**config.mk**
```make
export PLATFORM = sky130hd
export DESIGN_NAME = serial_subtractor
export DESIGN_NICKNAME = d
export VERILOG_FILES = /design/src/rtl/serial_subtractor.sv
export SDC_FILE = /design/constraint.sdc
export NUM_CORES = 1
export LEC_CHECK = 0
export BUFFER_PORTS_ARGS = -buffer_cell sky130_fd_sc_hd__clkbuf_2
export CAP_MARGIN = 40
export CELL_PAD_IN_SITES_DETAIL_PLACEMENT = 2
export CELL_PAD_IN_SITES_GLOBAL_PLACEMENT = 2
export CORE_UTILIZATION = 33
export DETAILED_ROUTE_END_ITERATION = 10
export HOLD_SLACK_MARGIN = 0.05
export PLACE_DENSITY_LB_ADDON = 0.1
export SLEW_MARGIN = 10
export SYNTH_ARGS = -nofsm -noshare
export SYNTH_HDL_FRONTEND = slang
export SYNTH_SLANG_ARGS = --single-unit
```
**constraint.sdc**
```tcl
create_clock -name clk_i -period 1.3 [get_ports clk_i]
set_input_delay 0.13 -clock clk_i [delete_from_list [all_inputs] [get_ports clk_i]]
set_output_delay 0.13 -clock clk_i [all_outputs]
set_load 0.01 [all_outputs]
```
**src/rtl/serial_subtractor.sv**
```systemverilog
// Bit-serial N-bit subtractor: A - B one bit per clock, LSB first, with a start/done handshake.
// Results and flags are registered and only change on the single FIN cycle that pulses done_o.
module serial_subtractor #(
    parameter  int N     = 8,
    localparam int CNT_W = $clog2(N + 1)
) (
    input  logic         clk_i,
    input  logic         rst_n_i,
    input  logic         start_i,
    input  logic [N-1:0] operand_a_i,
    input  logic [N-1:0] operand_b_i,
    output logic         busy_o,
    output logic         done_o,
    output logic [N-1:0] difference_o,
    output logic         borrow_out_o,
    output logic         zero_o,
    output logic         overflow_o
);

    typedef enum logic [1:0] {
        S_IDLE = 2'd0,
        S_RUN  = 2'd1,
        S_FIN  = 2'd2
    } state_t;

    state_t           state_q, state_d;
    logic [N-1:0]     a_sh_q, a_sh_d;
    logic [N-1:0]     b_sh_q, b_sh_d;
    logic [N-1:0]     res_q, res_d;
    logic             br_q, br_d;
    logic [CNT_W-1:0] cnt_q, cnt_d;
    logic             a_msb_q, a_msb_d;
    logic             b_msb_q, b_msb_d;
    logic [N-1:0]     diff_q, diff_d;
    logic             borrow_q, borrow_d;
    logic             zero_q, zero_d;
    logic             ovf_q, ovf_d;
    logic             done_q, done_d;

    logic a_bit, b_bit, d_bit, br_nxt;

    always_ff @(posedge clk_i or negedge rst_n_i) begin
        if (!rst_n_i) begin
            state_q  <= S_IDLE;
            a_sh_q   <= '0;
            b_sh_q   <= '0;
            res_q    <= '0;
            br_q     <= 1'b0;
            cnt_q    <= '0;
            a_msb_q  <= 1'b0;
            b_msb_q  <= 1'b0;
            diff_q   <= '0;
            borrow_q <= 1'b0;
            zero_q   <= 1'b0;
            ovf_q    <= 1'b0;
            done_q   <= 1'b0;
        end else begin
            state_q  <= state_d;
            a_sh_q   <= a_sh_d;
            b_sh_q   <= b_sh_d;
            res_q    <= res_d;
            br_q     <= br_d;
            cnt_q    <= cnt_d;
            a_msb_q  <= a_msb_d;
            b_msb_q  <= b_msb_d;
            diff_q   <= diff_d;
            borrow_q <= borrow_d;
            zero_q   <= zero_d;
            ovf_q    <= ovf_d;
            done_q   <= done_d;
        end
    end

    always_comb begin
        state_d  = state_q;
        a_sh_d   = a_sh_q;
        b_sh_d   = b_sh_q;
        res_d    = res_q;
        br_d     = br_q;
        cnt_d    = cnt_q;
        a_msb_d  = a_msb_q;
        b_msb_d  = b_msb_q;
        diff_d   = diff_q;
        borrow_d = borrow_q;
        zero_d   = zero_q;
        ovf_d    = ovf_q;
        done_d   = 1'b0;

        a_bit  = a_sh_q[0];
        b_bit  = b_sh_q[0];
        d_bit  = a_bit ^ b_bit ^ br_q;
        br_nxt = (~a_bit & b_bit) | (~(a_bit ^ b_bit) & br_q);

        case (state_q)
            S_IDLE: begin
                if (start_i) begin
                    a_sh_d  = operand_a_i;
                    b_sh_d  = operand_b_i;
                    // MSBs are kept aside because the shift registers lose them.
                    a_msb_d = operand_a_i[N-1];
                    b_msb_d = operand_b_i[N-1];
                    br_d    = 1'b0;
                    cnt_d   = '0;
                    state_d = S_RUN;
                end
            end
            S_RUN: begin
                res_d  = {d_bit, res_q[N-1:1]};
                a_sh_d = a_sh_q >> 1;
                b_sh_d = b_sh_q >> 1;
                br_d   = br_nxt;
                cnt_d  = cnt_q + CNT_W'(1);
                if (cnt_q == CNT_W'(N - 1)) begin
                    state_d = S_FIN;
                end
            end
            S_FIN: begin
                diff_d   = res_q;
                borrow_d = br_q;
                zero_d   = (res_q == '0);
                ovf_d    = (a_msb_q != b_msb_q) && (res_q[N-1] != a_msb_q);
                done_d   = 1'b1;
                state_d  = S_IDLE;
            end
            default: begin
                state_d = S_IDLE;
            end
        endcase
    end

    assign busy_o       = (state_q == S_RUN);
    assign done_o       = done_q;
    assign difference_o = diff_q;
    assign borrow_out_o = borrow_q;
    assign zero_o       = zero_q;
    assign overflow_o   = ovf_q;

endmodule

```
==> reports/results.txt <==
Worst-path clk slew: 80 ps
Syn nets: 193
Synthesized area: 2010 um^2
RSZ-0062 raised after global routing: true
Sequential area share after synthesis: 56.1%
Syn Area/Cell: 11.7 um^2
Area contributors post-synth: dfrtp_1, nand2_1, mux2_2
Tot GR Track Use: 16.5%
DRC: 0
GP Congestion: 0.766
TritonCTS clock tree: done
Setup Viol. Count Final: 0
Critical path peak fanout: 7
Kind of critical path: flop to output port
H-tree levels: 2
Vias in the first global route: 1566
Synth-to-Final Area Change: 21.5%
Nets: 238
DIE AREA: 6400 um^2
Die Ht: 80.0 um
Most frequent cells in the layout: dfrtp_1, nand2_1, clkbuf_2
Crit path capture: busy_o
Slew headroom: 70.9%
LEAKAGE: 1.18 nW
Final slew viol count: 0
Core ar.: 5890 um^2
Worst R2R End: difference_o[2]
Highest Clock Rate: 0.790 GHz
R2r startpoint: state_q[1]
Final Non-Filler Cells: 292
Tmin final: 1270 ps
Setup WS pre-CTS: -65.8 ps
Remaining Overflow, GRT: 0
Startpoint types: flop
Synth top area share: 56.1%
VDD IR max: 739 uV
Cell Pwr Density: 2310 nW/um^2
CP Capture Type: output port
Total wire length: 4600 um
Initial Util: 34.1%
Row cnt: 28
Clk root buf: clkbuf_8
Post-route clock period utilization: 97.4%
Die width: 80.0 um
FILL cells: 633
Layout cell share with drive strength beyond 1: 34.6%
Clock buffer depth: 2
Vias: 1423
Routed Antenna Nets: 0
Antenna cells: 0
CP startpoint: state_q[0]
Clock sink count: 45
Drt first-iter violations: 22
Clock Skews: 9.01 ps
Commonest non-fill, non-tap cell in the layout: dfrtp_1
Port Buf Inserts: 31
Final WS setup: 33.8 ps
Synth warnings: 0
Worst Hold Class: input pin to flop
Status: finished clean
Drt pass-1 iters: 2
Synth Instances: 172
First-pass GRT wire length: 7750 um
DPL Wire Length: 3200 um
# Max-Cap Violations: 0
FF-to-FF path depth: 3
Largest net degree at the start of global routing: 31
Initial antenna violation count: 0
Worst Max-Slew Pin Slew: 437 ps
Fin. Hold Viols: 0
Skew-Pair Late Insertion Delay: 300 ps
R2R setup slack: 50 ps
Register bit total from synthesis: 45
CP arrival: 1140 ps
# IOs: 32
Worst EP required: 1170 ps
Mean number of vias per cell: 4.87
Post-synth top area cell: dfrtp_1
Placed Cells: 275
CTS buffer count: 5
Drt wl/cell: 15.8 um
Synth cell types: 29
## registers in the layout, summed over array words and instances, names as in the netlist
register / flops
difference_o: 8
a_msb_q: 1
a_sh_q: 8
overflow_o: 1
cnt_q: 4
b_msb_q: 1
b_sh_q: 8
state_q: 2
zero_o: 1
res_q: 8
done_o: 1
br_q: 1
borrow_out_o: 1
## cells in the mapped netlist (all sizes together)
cell,instances
mux2i,12
o21bai,1
a22o,4
fa,1
clkbuf,1
o21ai,21
o22ai,1
inv,3
nand2b,3
mux2,11
nand4,1
nor3,1
nand2,39
nor4,2
nor2,3
a22oi,3
buf,9
dfrtp,45
ha,1
a21oi,4
nor2b,4
nor3b,1
and3b,1
## where the power goes
part           switching (W)  internal, W
registers           0.000440      0.00193
clock network       0.000480     0.000559
logic                0.00109      0.00114
## kinds of logic after synthesis
kind of cell	Yosys count	synth area share, %
flip-flops	45	56.1
AND/OR/NAND/NOR	55	13.1
adder cells (fa/ha/maj)	2	1.62
buffers and inverters	13	6.73
AO/OA/AOI/OAI	34	10.3
multiplexers	23	12.1
## final cells by class
type	count	area [um^2]	share of cell area, %
Timing Repair inverter	1	8.76	0.359
Multi-Input combinational cell	114	757	31.0
Clock buffer	5	68.8	2.82
Clock inverter	2	35.0	1.44
Inverter	3	23.8	0.974
Tap cell	75	93.8	3.85
Sequential cell	45	1130	46.2
Timing Repair Buffer	47	325	13.3
## metrics by stage
step | setup TNS (ps) | utilization, % | hold WS, ps | instance area, um^2 | power (W)
floorplan | 0 | - | -166 | 2010 | 0.00385
global placement | 0 | 37.7 | 86.2 | 2220 | 0.00416
detailed placement | -80.9 | 37.7 | 97.5 | 2220 | 0.00429
CTS | 0 | 40.1 | 83.9 | 2360 | 0.00545
global route | -66.0 | 41.5 | 99.7 | 2440 | 0.00608
finish | 0 | 41.5 | 89.9 | 2440 | 0.00563
## how the worst min path moves through the flow
| stage | startpoint | depth (start not counted) | slack, ps | end |
|---|---|---|---|---|
| 2_1_floorplan | rst_n_i | 0 | -170 | a_msb_q |
| 3_3_place_gp | rst_n_i | 1 | 90 | res_q[0] |
| 3_5_place_dp | rst_n_i | 1 | 100 | res_q[0] |
| 4_1_cts | operand_a_i[7] | 2 | 80 | a_sh_q[7] |
| 5_1_grt | operand_a_i[7] | 2 | 100 | a_sh_q[7] |
| 6_report | operand_a_i[7] | 2 | 90 | a_sh_q[7] |
## layer usage
| metal | GRT usage [%] | wire [um] |
|---|---|---|
| met3 | 3.77 | 124 |
| met2 | 28.5 | 2480 |
| met4 | 5.89 | 68 |
| met1 | 19.9 | 1930 |
| met5 | 0 | 0 |
## repair_timing
item                                    in CTS  in global routing
gates cloned                                 0                  1
gates resized for setup                      4                  7
hold buffers                                 1                  0
hold endpoints to repair                    15                  0
endpoints found under the setup margin       5                 16
buffers inserted                             1                  7
## worst max-delay path, stage by stage (launching register included)
cell and delay (ps):
dfrtp_2 480, nand2b_4 160, clkinv_8 80, buf_8 120
No activity file was read; power rests on OpenSTA's default activity.
